`config.mk`:
```
export PLATFORM = sky130hd
export DESIGN_NAME = video_fetch
export DESIGN_NICKNAME = d
export VERILOG_FILES = /design/src/rtl/video_fetch.sv
export SDC_FILE = /design/constraint.sdc
export NUM_CORES = 1
export LEC_CHECK = 0
export BUFFER_PORTS_ARGS = -buffer_cell sky130_fd_sc_hd__buf_2
export CORE_MARGIN = 4
export CORE_UTILIZATION = 45
export CTS_BUF_LIST = sky130_fd_sc_hd__clkbuf_2 sky130_fd_sc_hd__clkbuf_4 sky130_fd_sc_hd__clkbuf_8
export CTS_CLUSTER_SIZE = 28
export DETAILED_ROUTE_END_ITERATION = 10
export PLACE_DENSITY_LB_ADDON = 0.15
export SLEW_MARGIN = 10
export SYNTH_ARGS = -nofsm -noshare
export SYNTH_HDL_FRONTEND = slang
export SYNTH_SLANG_ARGS = --single-unit
```
`constraint.sdc`:
```
create_clock -name clk -period 3.47 [get_ports clk]
set_input_delay 0.1735 -clock clk [delete_from_list [all_inputs] [get_ports clk]]
set_output_delay 0.1735 -clock clk [all_outputs]
set_load 0.03 [all_outputs]
```
`src/rtl/video_fetch.sv`:
```
// ----------------------------------------------------------------------------
// video_fetch
//
// Streams one frame of pixel bytes from a byte-wide synchronous memory into a
// small FIFO and presents them to a pixel consumer with valid/ready handshake.
// A frame is LINES*LINE_BYTES consecutive bytes starting at base_addr; the
// address pointer wraps from 0xFFFF to 0x0000. Reads are only issued while the
// FIFO plus the one possible in-flight read still has room, so the FIFO can
// never overflow regardless of how the consumer stalls.
//
// Ports
//   clk          sole clock, all state on rising edge
//   reset        asynchronous active-high reset
//   frame_start  one-cycle pulse starting (or restarting) a frame fetch
//   base_addr    frame base byte address, sampled on frame_start
//   mem_en       memory read enable, one byte per asserted cycle
//   mem_addr     memory read byte address
//   mem_dout     memory read data, valid one cycle after mem_en
//   pix_valid    FIFO head byte available
//   pix_ready    consumer accepts the head byte when high with pix_valid
//   pix_data     FIFO head byte (zero while the FIFO is empty)
//   line_end     head byte is the last byte of a scanline
//   frame_done   one-cycle pulse once the frame's final byte has been accepted
// ----------------------------------------------------------------------------
module video_fetch #(
    parameter int DEPTH      = 8,
    parameter int LINE_BYTES = 40,
    parameter int LINES      = 200
) (
    input  logic        clk,
    input  logic        reset,
    input  logic        frame_start,
    input  logic [15:0] base_addr,
    output logic        mem_en,
    output logic [15:0] mem_addr,
    input  logic [7:0]  mem_dout,
    output logic        pix_valid,
    input  logic        pix_ready,
    output logic [7:0]  pix_data,
    output logic        line_end,
    output logic        frame_done
);

    localparam int TOTAL = LINES * LINE_BYTES;
    localparam int CNT_W = $clog2(TOTAL + 1);
    localparam int IDX_W = $clog2(DEPTH);
    localparam int OCC_W = $clog2(DEPTH + 1);
    localparam int COL_W = (LINE_BYTES > 1) ? $clog2(LINE_BYTES) : 1;

    localparam logic [CNT_W-1:0] TOTAL_C  = CNT_W'(TOTAL);
    localparam logic [COL_W-1:0] LAST_COL = COL_W'(LINE_BYTES - 1);
    localparam logic [OCC_W:0]   DEPTH_C  = (OCC_W + 1)'(DEPTH);

    localparam logic [1:0] ST_IDLE  = 2'd0;
    localparam logic [1:0] ST_FETCH = 2'd1;
    localparam logic [1:0] ST_DRAIN = 2'd2;

    logic [1:0]       state_q,    state_d;
    logic [15:0]      ptr_q,      ptr_d;
    logic [CNT_W-1:0] issued_q,   issued_d;
    logic             inflight_q, inflight_d;
    logic [IDX_W-1:0] wr_idx_q,   wr_idx_d;
    logic [IDX_W-1:0] rd_idx_q,   rd_idx_d;
    logic [OCC_W-1:0] count_q,    count_d;
    logic [COL_W-1:0] col_q,      col_d;
    logic [7:0]       fifo_q [DEPTH];

    logic space_ok;
    logic issue;
    logic push;
    logic pop;
    logic drain_done;

    // Handshake and output decode. A frame_start cycle suppresses issue, push
    // and pop so that the restart begins from a completely clean FIFO and no
    // read from the aborted frame can land after the flush.
    always_comb begin
        space_ok   = ({1'b0, count_q} + {{OCC_W{1'b0}}, inflight_q}) < DEPTH_C;
        issue      = (state_q == ST_FETCH) && space_ok && !frame_start;
        push       = inflight_q && !frame_start;
        pix_valid  = (count_q != '0);
        pop        = pix_valid && pix_ready && !frame_start;
        drain_done = (state_q == ST_DRAIN) && (count_q == '0) && !inflight_q;
        frame_done = drain_done && !frame_start;
        pix_data   = pix_valid ? fifo_q[rd_idx_q] : 8'h00;
        line_end   = pix_valid && (col_q == LAST_COL);
        mem_en     = issue;
        mem_addr   = ptr_q;
    end

    // Next-state logic for the sequencer, the read pointer, the FIFO pointers
    // and the popped-byte column counter. frame_start is applied last so it
    // overrides both normal progress and the DRAIN -> IDLE completion.
    always_comb begin
        state_d    = state_q;
        ptr_d      = ptr_q;
        issued_d   = issued_q;
        inflight_d = issue;
        wr_idx_d   = wr_idx_q;
        rd_idx_d   = rd_idx_q;
        count_d    = count_q;
        col_d      = col_q;

        if (issue) begin
            ptr_d    = ptr_q + 16'd1;
            issued_d = issued_q + CNT_W'(1);
            if (issued_q + CNT_W'(1) == TOTAL_C) begin
                state_d = ST_DRAIN;
            end
        end

        if (push) begin
            wr_idx_d = wr_idx_q + IDX_W'(1);
        end

        if (pop) begin
            rd_idx_d = rd_idx_q + IDX_W'(1);
            col_d    = (col_q == LAST_COL) ? '0 : col_q + COL_W'(1);
        end

        unique case ({push, pop})
            2'b10:   count_d = count_q + OCC_W'(1);
            2'b01:   count_d = count_q - OCC_W'(1);
            default: count_d = count_q;
        endcase

        if (drain_done) begin
            state_d = ST_IDLE;
        end

        if (frame_start) begin
            state_d    = ST_FETCH;
            ptr_d      = base_addr;
            issued_d   = '0;
            inflight_d = 1'b0;
            wr_idx_d   = '0;
            rd_idx_d   = '0;
            count_d    = '0;
            col_d      = '0;
        end
    end

    // Control state registers.
    always_ff @(posedge clk or posedge reset) begin
        if (reset) begin
            state_q    <= ST_IDLE;
            ptr_q      <= '0;
            issued_q   <= '0;
            inflight_q <= 1'b0;
            wr_idx_q   <= '0;
            rd_idx_q   <= '0;
            count_q    <= '0;
            col_q      <= '0;
        end else begin
            state_q    <= state_d;
            ptr_q      <= ptr_d;
            issued_q   <= issued_d;
            inflight_q <= inflight_d;
            wr_idx_q   <= wr_idx_d;
            rd_idx_q   <= rd_idx_d;
            count_q    <= count_d;
            col_q      <= col_d;
        end
    end

    // FIFO storage; the byte returned for last cycle's read is captured here.
    always_ff @(posedge clk or posedge reset) begin
        if (reset) begin
            for (int i = 0; i < DEPTH; i++) begin
                fifo_q[i] <= 8'h00;
            end
        end else if (push) begin
            fifo_q[wr_idx_q] <= mem_dout;
        end
    end

endmodule

```
==> flow_summary.toml, run 1 <==
[routing]
wire_per_inst_um = 17.12
via_count = 3901
vias_per_cell = 5.418
drcViolationCount = 0
drtPass1Iterations = 4
wirelength_um = 12330
ant_nets = 0
dr.first_iter.drc_count = 273

[floorplanning]
core_mm2 = 0.01221
pin_count = 56
initial_core_util_pct = 46.79
dieHeight_um = 120.7
rows = 40
chipWidth_um = 120.7
design.die.area_mm2 = 0.01456

[pwr]
ir_drop_v = 0.0004267
power_density_mw_per_mm2 = 661.9
p_leak_nw = 2.860

[place]
io_buffer_count = 55
place_area_mm2 = 0.006103
hpwl_um = 8192
finalWeightedCongestion = 0.8498
place_inst = 689
place_ws_ns = 1.040

[setup_path]
crit_chain = "nor4_4 -> buf_4 -> inv_4 -> nand2_4 -> nor3_1 -> ha_1 -> a31oi_1 -> a21oi_1 -> a32oi_2 -> xor2_1 -> nor2_1"
critPathRequiredTime_ns = 3.74
worstSetupStartpointType = "flip-flop"
critPathCaptureType = "flip-flop"
max_stage_delay_ns = 0.48
cp_num_buf_inv = 2
cpMaxStageDelayCell = "dfrtp_1"
cp_top_family = "simple AND/OR/NAND/NOR gates"
worstSetupPathType = "reg -> reg"
cp.arrival_ns = 2.69
crit_fanout = 10

[sta]
fin_crit_sh_pct = 69.86
slew_headroom_pct = 41.63
rsz0062_at_grt = "no"
finClkSkew_ns = 0.01953
setup_viol = 0
finalMaxSlewViolations = 0
hold_viol = 0
tns_ns = 0
min_period_ns = 2.424
worstMarginPinSlew_ns = 0.8718
finalWorstSetupSlack_ns = 1.046
fmax_mhz = 412.5

[grt]
grt_usage_pct = 17.96
grt_first_pass_wirelength_um = 20700
grt_pass1_vias = 3948
antenna_found_initial = 0
grt_max_degree = 54
overflow = 0

[layout]
layout.cells.non_filler = 720
design_area_mm2 = 0.006462
fin_util_pct = 52.92
syn_to_final_growth_pct = 13.09
diodes = 0
fin_nets = 583
drive_gt1_share_pct = 30.98

[cts]
clock_latency_ns = 0.40
cts.sinks = 112
path_clk_slew_ns = 0.11
cts_setup_buffers = 0
clock-root-buffer = "clkbuf_8"
cts_tree = "done"
ctsLongestPathBuffers = 2
cts_buffers = 9
htree_levels = 3

[synth]
synth_cell_types = 52
ys_ff_latch = 112
synth_area_mm2 = 0.005714
synth-compound-area-share_pct = 4.730
syn_avg_cell_area_um2 = 11.64
synth_edf_count = 0
synth-async-reset-ratio_pct = 100.0
yosys.area_share.simple_pct = 14.67
synth_xor_area_share_pct = 5.824
synthMuxAreaShare_pct = 21.22
synthAdderAreaFrac_pct = 1.752
syn_inst = 491
synth_warnings = 0
ys_seq_area_share_pct = 49.05
syn-num-nets = 527
ys.flop_type = "dfrtp_1"
synth_top_family_by_area = "multiplexers"

[status]
outcome = "completed"

[run]
cap_viol_max_count = 0

[hold_path]
hold_class = "in -> reg"
through the flow:
stage	power (W)	hold slack (ns)
floorplan	0.003099	0.2945
global placement	0.003471	0.3114
detailed placement	0.003527	0.3105
CTS	0.004340	0.0002787
global route	0.004577	0.02020
finish	0.004278	0.01717
per-layer routing:
layer  vias to the layer above  share of wire (%)  GRT usage, %
met5                         -                  0             0
li1                       1869                  -             -
met2                        61                 49         28.61
met1                      1961                 46         25.02
met4                         0               0.98         3.754
met3                        10                3.5         4.584
cells in the mapped netlist (all sizes together) (5+ instances only):
cell type | n | area [µm²]
dfrtp | 112 | 2803
mux2 | 65 | 732.0
nor2 | 44 | 167.7
nand2 | 41 | 161.4
xor2 | 23 | 201.4
clkbuf | 22 | 82.58
o21ai | 20 | 100.1
nand3 | 17 | 85.08
mux4 | 16 | 360.4
xnor2 | 15 | 131.4
nor3 | 13 | 70.07
mux2i | 12 | 120.1
nand4 | 10 | 62.56
a21oi | 9 | 45.04
buf | 8 | 53.80
ha | 8 | 100.1
nor4 | 7 | 65.06
and3 | 6 | 37.54
a31oi | 5 | 31.28
and4 | 5 | 45.04
inv | 5 | 21.27
registers in the layout, summed over array words and instances, names as in the netlist:
name and count:
inflight_q 1, issued_q 13, fifo_q 64, count_q 4, state_q 2, wr_idx_q 3
col_q 6, rd_idx_q 3, mem_addr 16
layout by cell type (no fill, tap or decap), types with 2 or more instances in the layout:
cell type / n
dfrtp_1: 112
mux2_2: 65
buf_2: 55
nor2_1: 43
nand2_1: 40
xor2_1: 23
o21ai_0: 20
nand3_1: 17
mux4_2: 16
xnor2_1: 15
dlygate4sd3_1: 15
nor3_1: 12
mux2i_1: 12
nand4_1: 10
a21oi_1: 9
clkbuf_8: 9
ha_1: 8
and3_1: 6
a31oi_1: 5
nor4_1: 5
buf_4: 5
and4_1: 4
inv_1: 3
or3_1: 3
clkinv_8: 3
and4b_1: 2
nor2b_1: 2
inv_4: 2
and2_1: 2
o22ai_1: 2
nand2b_1: 2
cell families (layout without fill, tap and decap cells):
family | after synthesis | in the layout
adder cells (fa/ha/maj) | 8 | 8
XOR/XNOR | 38 | 38
multiplexers | 93 | 93
AO/OA/AOI/OAI | 44 | 44
AND/OR/NAND/NOR | 161 | 161
buffers and inverters | 35 | 96
flip-flops | 112 | 112
layout make-up:
type                       count  area [µm²]
fill                        1121        5749
sequential                   112        2803
multi-input combinational    344        2754
timing repair buffer          75       462.9
tap                          168       210.2
clock buffer                   9       123.9
clock inverter                 7       85.08
inverter                       5       23.77
tightest hold or removal path: stages:
cell and delay [ns]:
buf_2 0.08, nand2_1 0.04, o21ai_0 0.07
final timing paths:
kind	startpoint	endpoint	slack [ns]	depth (start not counted)
max	count_q[0]	count_q[3]	1.05	11
min reg2reg	fifo_q[8]	fifo_q[8]	0.51	1
max reg2reg	count_q[0]	count_q[3]	1.05	11
min	base_addr[11]	mem_addr[11]	0.02	3
min in group asynchronous	reset	mem_addr[7]	0.41	3
max in group asynchronous	reset	issued_q[10]	2.19	4
timing repair:
action,4_1_cts,5_1_grt
hold buffers,15,0
resized for setup,0,0
endpoints found under the hold margin,65,0
report_power, final:
part | total (W) | internal, W | switching, W | leakage [nW]
clock | 0.000786 | 0.000288 | 0.000499 | 0.100
sequential | 0.00185 | 0.00160 | 0.000250 | 1.46
combinational | 0.00165 | 0.000726 | 0.000919 | 1.30
No activity file was read; power rests on OpenSTA's default activity.
==> inputs of run 2 (changes only) <==
==> constraint.sdc (replaced) <==
create_clock -name clk -period 2.2 [get_ports clk]
set_input_delay 0.11 -clock clk [delete_from_list [all_inputs] [get_ports clk]]
set_output_delay 0.11 -clock clk [all_outputs]
set_load 0.03 [all_outputs]
==> run 2 against run 1 <==
Wire length rose by 1.5%; non-clock buffer count up 21; via count is 2.9% higher; sequential power increased by 56%; largest cell class unchanged.
==> flow_summary.toml, run 2 (synthesis gave the netlist of run 1 again) <==
[status]
outcome = "completed"

[layout]
fin_nets = 604
final_cell_mix = "dfrtp_1 (110), mux2_2 (65), buf_2 (54), nor2_1 (42), nand2_1 (40)"
top_register = "fifo_q"
diodes = 0
drive_gt1_share_pct = 34.03
layout_commonest_cell = "dfrtp_1"
largest_reg_flops = 64
syn_to_final_growth_pct = 17.45
fin_util_pct = 54.96

[place]
io_buffer_count = 55
place_ws_ns = 0.1374
finalWeightedCongestion = 0.8027
hpwl_um = 8530

[setup_path]
worstSetupPathType = "reg -> out"
critPathCaptureType = "output pin"
crit_fanout = 7
reg2reg_slack_ns = 0.15
cp.arrival_ns = 1.98
critPathRequiredTime_ns = 2.09
worstSetupStartpointType = "flip-flop"

[grt]
grt_usage_pct = 18.50
grt_first_pass_wirelength_um = 21410
antenna_found_initial = 0
overflow = 0
grt_pass1_vias = 4155
grt_max_degree = 51

[sta]
slew_headroom_pct = 56.95
fin_crit_sh_pct = 94.90
setup_viol = 0
finalMaxSlewViolations = 0
fmax_mhz = 479.0
rsz0062_at_grt = "no"
fin_hold_ws_ns = 0.03138
finClkSkew_ns = 0.01929
worstMarginPinSlew_ns = 0.6445
hold_viol = 0
min_period_ns = 2.088
finalWorstSetupSlack_ns = 0.1122
tns_ns = 0

[cts]
cts_buffers = 9
path_clk_slew_ns = 0.13
ctsLongestPathBuffers = 2
clock-root-buffer = "clkbuf_8"
cts_tree = "done"
cts.sinks = 112
htree_levels = 3
clock_latency_ns = 0.41

[pwr]
power_switching_w = 0.002655
seqPwrFrac_pct = 40.9
p_comb_share_pct = 39.6
ir_drop_v = 0.0006313
power_density_mw_per_mm2 = 1048
p_leak_nw = 2.980
cell_internal_pwr_w = 0.004381
p_total_w = 0.007035
pwr-share-clk_pct = 19.5
switching_share_pct = 37.73

[routing]
wirelength_um = 12510
drtPass1Iterations = 4
drcViolationCount = 0
dr.first_iter.drc_count = 282
vias_per_cell = 5.420
via_count = 4016
wire_per_inst_um = 16.88
ant_nets = 0

[floorplanning]
pin_count = 56
chipWidth_um = 120.7
core_mm2 = 0.01221
design.die.area_mm2 = 0.01456
rows = 40
initial_core_util_pct = 46.79
dieHeight_um = 120.7

[hold_path]
hold_class = "in -> reg"

[run]
cap_viol_max_count = 0
-- run 2: cell count changes in the layout (fill, tap and decap cells not counted), moves of 2 or more --
cell | previous run | this run
buf_12 | 0 | 4
buf_4 | 5 | 21
dfrtp_1 | 112 | 110
dlygate4sd3_1 | 15 | 17
dfrtp_2 | 0 | 2
-- run 2: worst max-delay path, stage by stage, from the launching register on --
cell	delay, ns
dfrtp_1	0.45
or3b_4	0.46
or2_2	0.36
nor2_2	0.14
buf_4	0.18
-- run 2: worst paths after layout --
check / startpoint / to / cells after the start
hold / removal: mem_dout[1] / fifo_q[41] / 2
max in group asynchronous: reset / wr_idx_q[2] / 4
setup / recovery: count_q[3] / mem_en / 4
min in group asynchronous: reset / mem_addr[8] / 3
setup reg to reg: count_q[0] / count_q[3] / 10
hold reg to reg: fifo_q[30] / fifo_q[30] / 1
-- run 2: cell type report --
cell class	instances	area, µm²
fill	1094	5500
sequential	112	2805
multi-input combinational	344	2761
timing repair buffer	96	678.2
tap	168	210.2
clock buffer	9	123.9
clock inverter	7	107.6
inverter	5	25.02
-- run 2: timing repair --
item	4_1_cts	5_1_grt
cloned	0	0
endpoints found under the hold margin	40	0
setup buffers	0	0
hold buffers	17	0
setup endpoints to repair	1	2
pin swaps	0	1
resized for setup	3	2
-- run 2: stage by stage --
stage	instances	cell area, µm²
6_report	741	6711
5_1_grt	741	6711
4_1_cts	741	6708
3_5_place_dp	708	6299
3_3_place_gp	708	6299
2_1_floorplan	491	5719
-- run 2: metal layers --
layer / up-vias / global-route usage [%] / share of wire [%]
met5: - / 0 / 0
met4: 0 / 4.391 / 1.0
met3: 14 / 4.584 / 4.1
met2: 64 / 30.18 / 49
met1: 2025 / 24.98 / 46
li1: 1913 / - / -
-- run 2: power groups by stage --
stage	logic, W	registers (W)	clock network [W]
CTS	0.00284	0.00288	0.00142
floorplan	0.00200	0.00289	0
global route	0.00305	0.00295	0.00149
finish	0.00279	0.00288	0.00137
detailed placement	0.00279	0.00292	0
global placement	0.00274	0.00288	0
==> inputs of run 3 (changes only) <==
==> constraint.sdc (replaced) <==
create_clock -name clk -period 2.2 [get_ports clk]
set_input_delay 0.11 -clock clk [delete_from_list [all_inputs] [get_ports clk]]
set_output_delay 0.11 -clock clk [all_outputs]
set_load 0.01 [all_outputs]
==> run 3 against run 2 <==
Clock skew is 0.0030 ns lower; non-clock buffer count rose by 3; sequential cell count unchanged; power is 3.8% lower; sequential power about the same; final area grew 0.37%; setup slack got worse by 0.021 ns; critical path type unchanged; largest cell class unchanged.
==> flow_summary.toml, run 3 (synthesis gave the netlist of run 1 again) <==
[setup_path]
crit_start = "count_q[3]"
reg2reg_depth = 10
critPathRequiredTime_ns = 2.09
worstSetupStartpointType = "flip-flop"
worstSetupPathType = "reg -> out"
cp.arrival_ns = 2.00
crit_chain = "or3b_4 -> or2_2 -> nor2_1 -> buf_2"
cp_top_family = "simple AND/OR/NAND/NOR gates"
cp_num_buf_inv = 1
max_stage_delay_ns = 0.47
critPathCaptureType = "output pin"
crit_end = "mem_en"
crit_cells = 4
crit_fanout = 7
r2r_end = "count_q[3]"
rr_startpoint = "count_q[1]"
reg2reg_slack_ns = 0.17
cpMaxStageDelayCell = "or3b_4"

[floorplanning]
initial_core_util_pct = 46.79
pin_count = 56
design.die.area_mm2 = 0.01456
core_mm2 = 0.01221
rows = 40
dieHeight_um = 120.7
chipWidth_um = 120.7

[routing]
vias_per_cell = 5.386
wirelength_um = 12480
m1WireLength_um = 5925
drcViolationCount = 0
dr.first_iter.drc_count = 220
ant_nets = 0
top_layer = "met4"
wire_per_inst_um = 16.77
wl_met2_um = 6049
via_count = 4007
drtPass1Iterations = 4
wl_met3_um = 397

[pwr]
p_leak_nw = 2.978
power_density_mw_per_mm2 = 1005
ir_drop_v = 0.0005750

[sta]
fin_hold_ws_ns = 0.03433
rsz0062_at_grt = "no"
worstMarginPinSlew_ns = 0.6181
tns_ns = 0
min_period_ns = 2.109
fmax_mhz = 474.1
finalWorstSetupSlack_ns = 0.09077
hold_viol = 0
slew_headroom_pct = 58.79
fin_crit_sh_pct = 95.87
setup_viol = 0
finClkSkew_ns = 0.01628
finalMaxSlewViolations = 0

[place]
finalWeightedCongestion = 0.8172
io_buffer_count = 55
hpwl_um = 8451
place_area_mm2 = 0.006264
place_ws_ns = 0.05042

[layout]
top_register = "fifo_q"
design_area_mm2 = 0.006736
diodes = 0
syn_to_final_growth_pct = 17.89
layout_commonest_cell = "dfrtp_1"
largest_reg_flops = 64
fin_nets = 607
final_cell_mix = "dfrtp_1 (109), mux2_2 (65), buf_2 (55), nor2_1 (43), nand2_1 (40)"
drive_gt1_share_pct = 34.72

[cts]
ctsLongestPathBuffers = 2
path_clk_slew_ns = 0.13
htree_levels = 3
cts.sinks = 112
clock_latency_ns = 0.40
cts_buffers = 9
cts_tree = "done"
clock-root-buffer = "clkbuf_8"

[run]
cap_viol_max_count = 0

[grt]
grt_first_pass_wirelength_um = 21280
overflow = 0
antenna_found_initial = 0
grt_pass1_vias = 4123
grt_max_degree = 51
grt_usage_pct = 18.34

[status]
outcome = "completed"

[hold_path]
hold_class = "in -> reg"
[run 3: cell types whose count changed in the layout (fill, tap and decap cells not counted), sizes merged]
cell | previous run | this run
buf | 79 | 82
inv | 6 | 7
bufinv | 1 | 0
[run 3: layout make-up]
type,instances,area (µm²)
Timing Repair Buffer,99,685.7
Inverter,5,25.02
Fill cell,1089,5475
Sequential cell,112,2806
Clock inverter,7,93.84
Multi-Input combinational cell,344,2791
Tap cell,168,210.2
Clock buffer,9,123.9
[run 3: how the worst min path moves through the flow]
stage,startpoint,endpoint,slack [ns],cells after the start
2_1_floorplan,base_addr[0],mem_addr[0],0.23,2
3_3_place_gp,reset,mem_addr[8],0.20,2
3_5_place_dp,reset,mem_addr[8],0.21,2
4_1_cts,mem_dout[1],fifo_q[9],0.005,2
5_1_grt,mem_dout[3],fifo_q[35],0.01,2
6_report,mem_dout[1],fifo_q[9],0.03,2
[run 3: power by group]
part	total, W	internal, W	switching [W]
Sequential	0.00289	0.00252	0.000366
Combinational	0.00259	0.00134	0.00125
Clock	0.00129	0.000470	0.000824
Total	0.00677	0.00433	0.00244
[run 3: through the flow]
stage               std cells  util [%]  power (W)
CTS                       738     54.50   0.006712
global placement          705     51.29   0.005284
detailed placement        705     51.29   0.005374
floorplan                 491         -   0.004587
finish                    744     55.16   0.006770
global route              744     55.16   0.007235
[run 3: layer usage]
metal | GRT usage [%] | vias to the layer above
met3 | 4.677 | 10
li1 | - | 1912
met4 | 3.824 | 0
met1 | 25.05 | 2032
met5 | 0 | -
met2 | 29.76 | 53
[run 3: timing repair]
action | in CTS | in global routing
resized for setup | 2 | 6
endpoints found under the hold margin | 37 | 0
pin swaps | 0 | 6
setup buffers | 0 | 6
hold buffers | 17 | 0
setup endpoints to repair | 1 | 3
[run 3: worst register-to-register path, delay by kind of cell (launching register included)]
family	cells	cell delay (ns)
buffers and inverters	1	0.08
AOI/OAI and AO/OA	3	0.41
adders and majority gates	1	0.26
and+or+nand+nor	4	0.55
DFF	1	0.46
xor gates and xnor gates	1	0.16
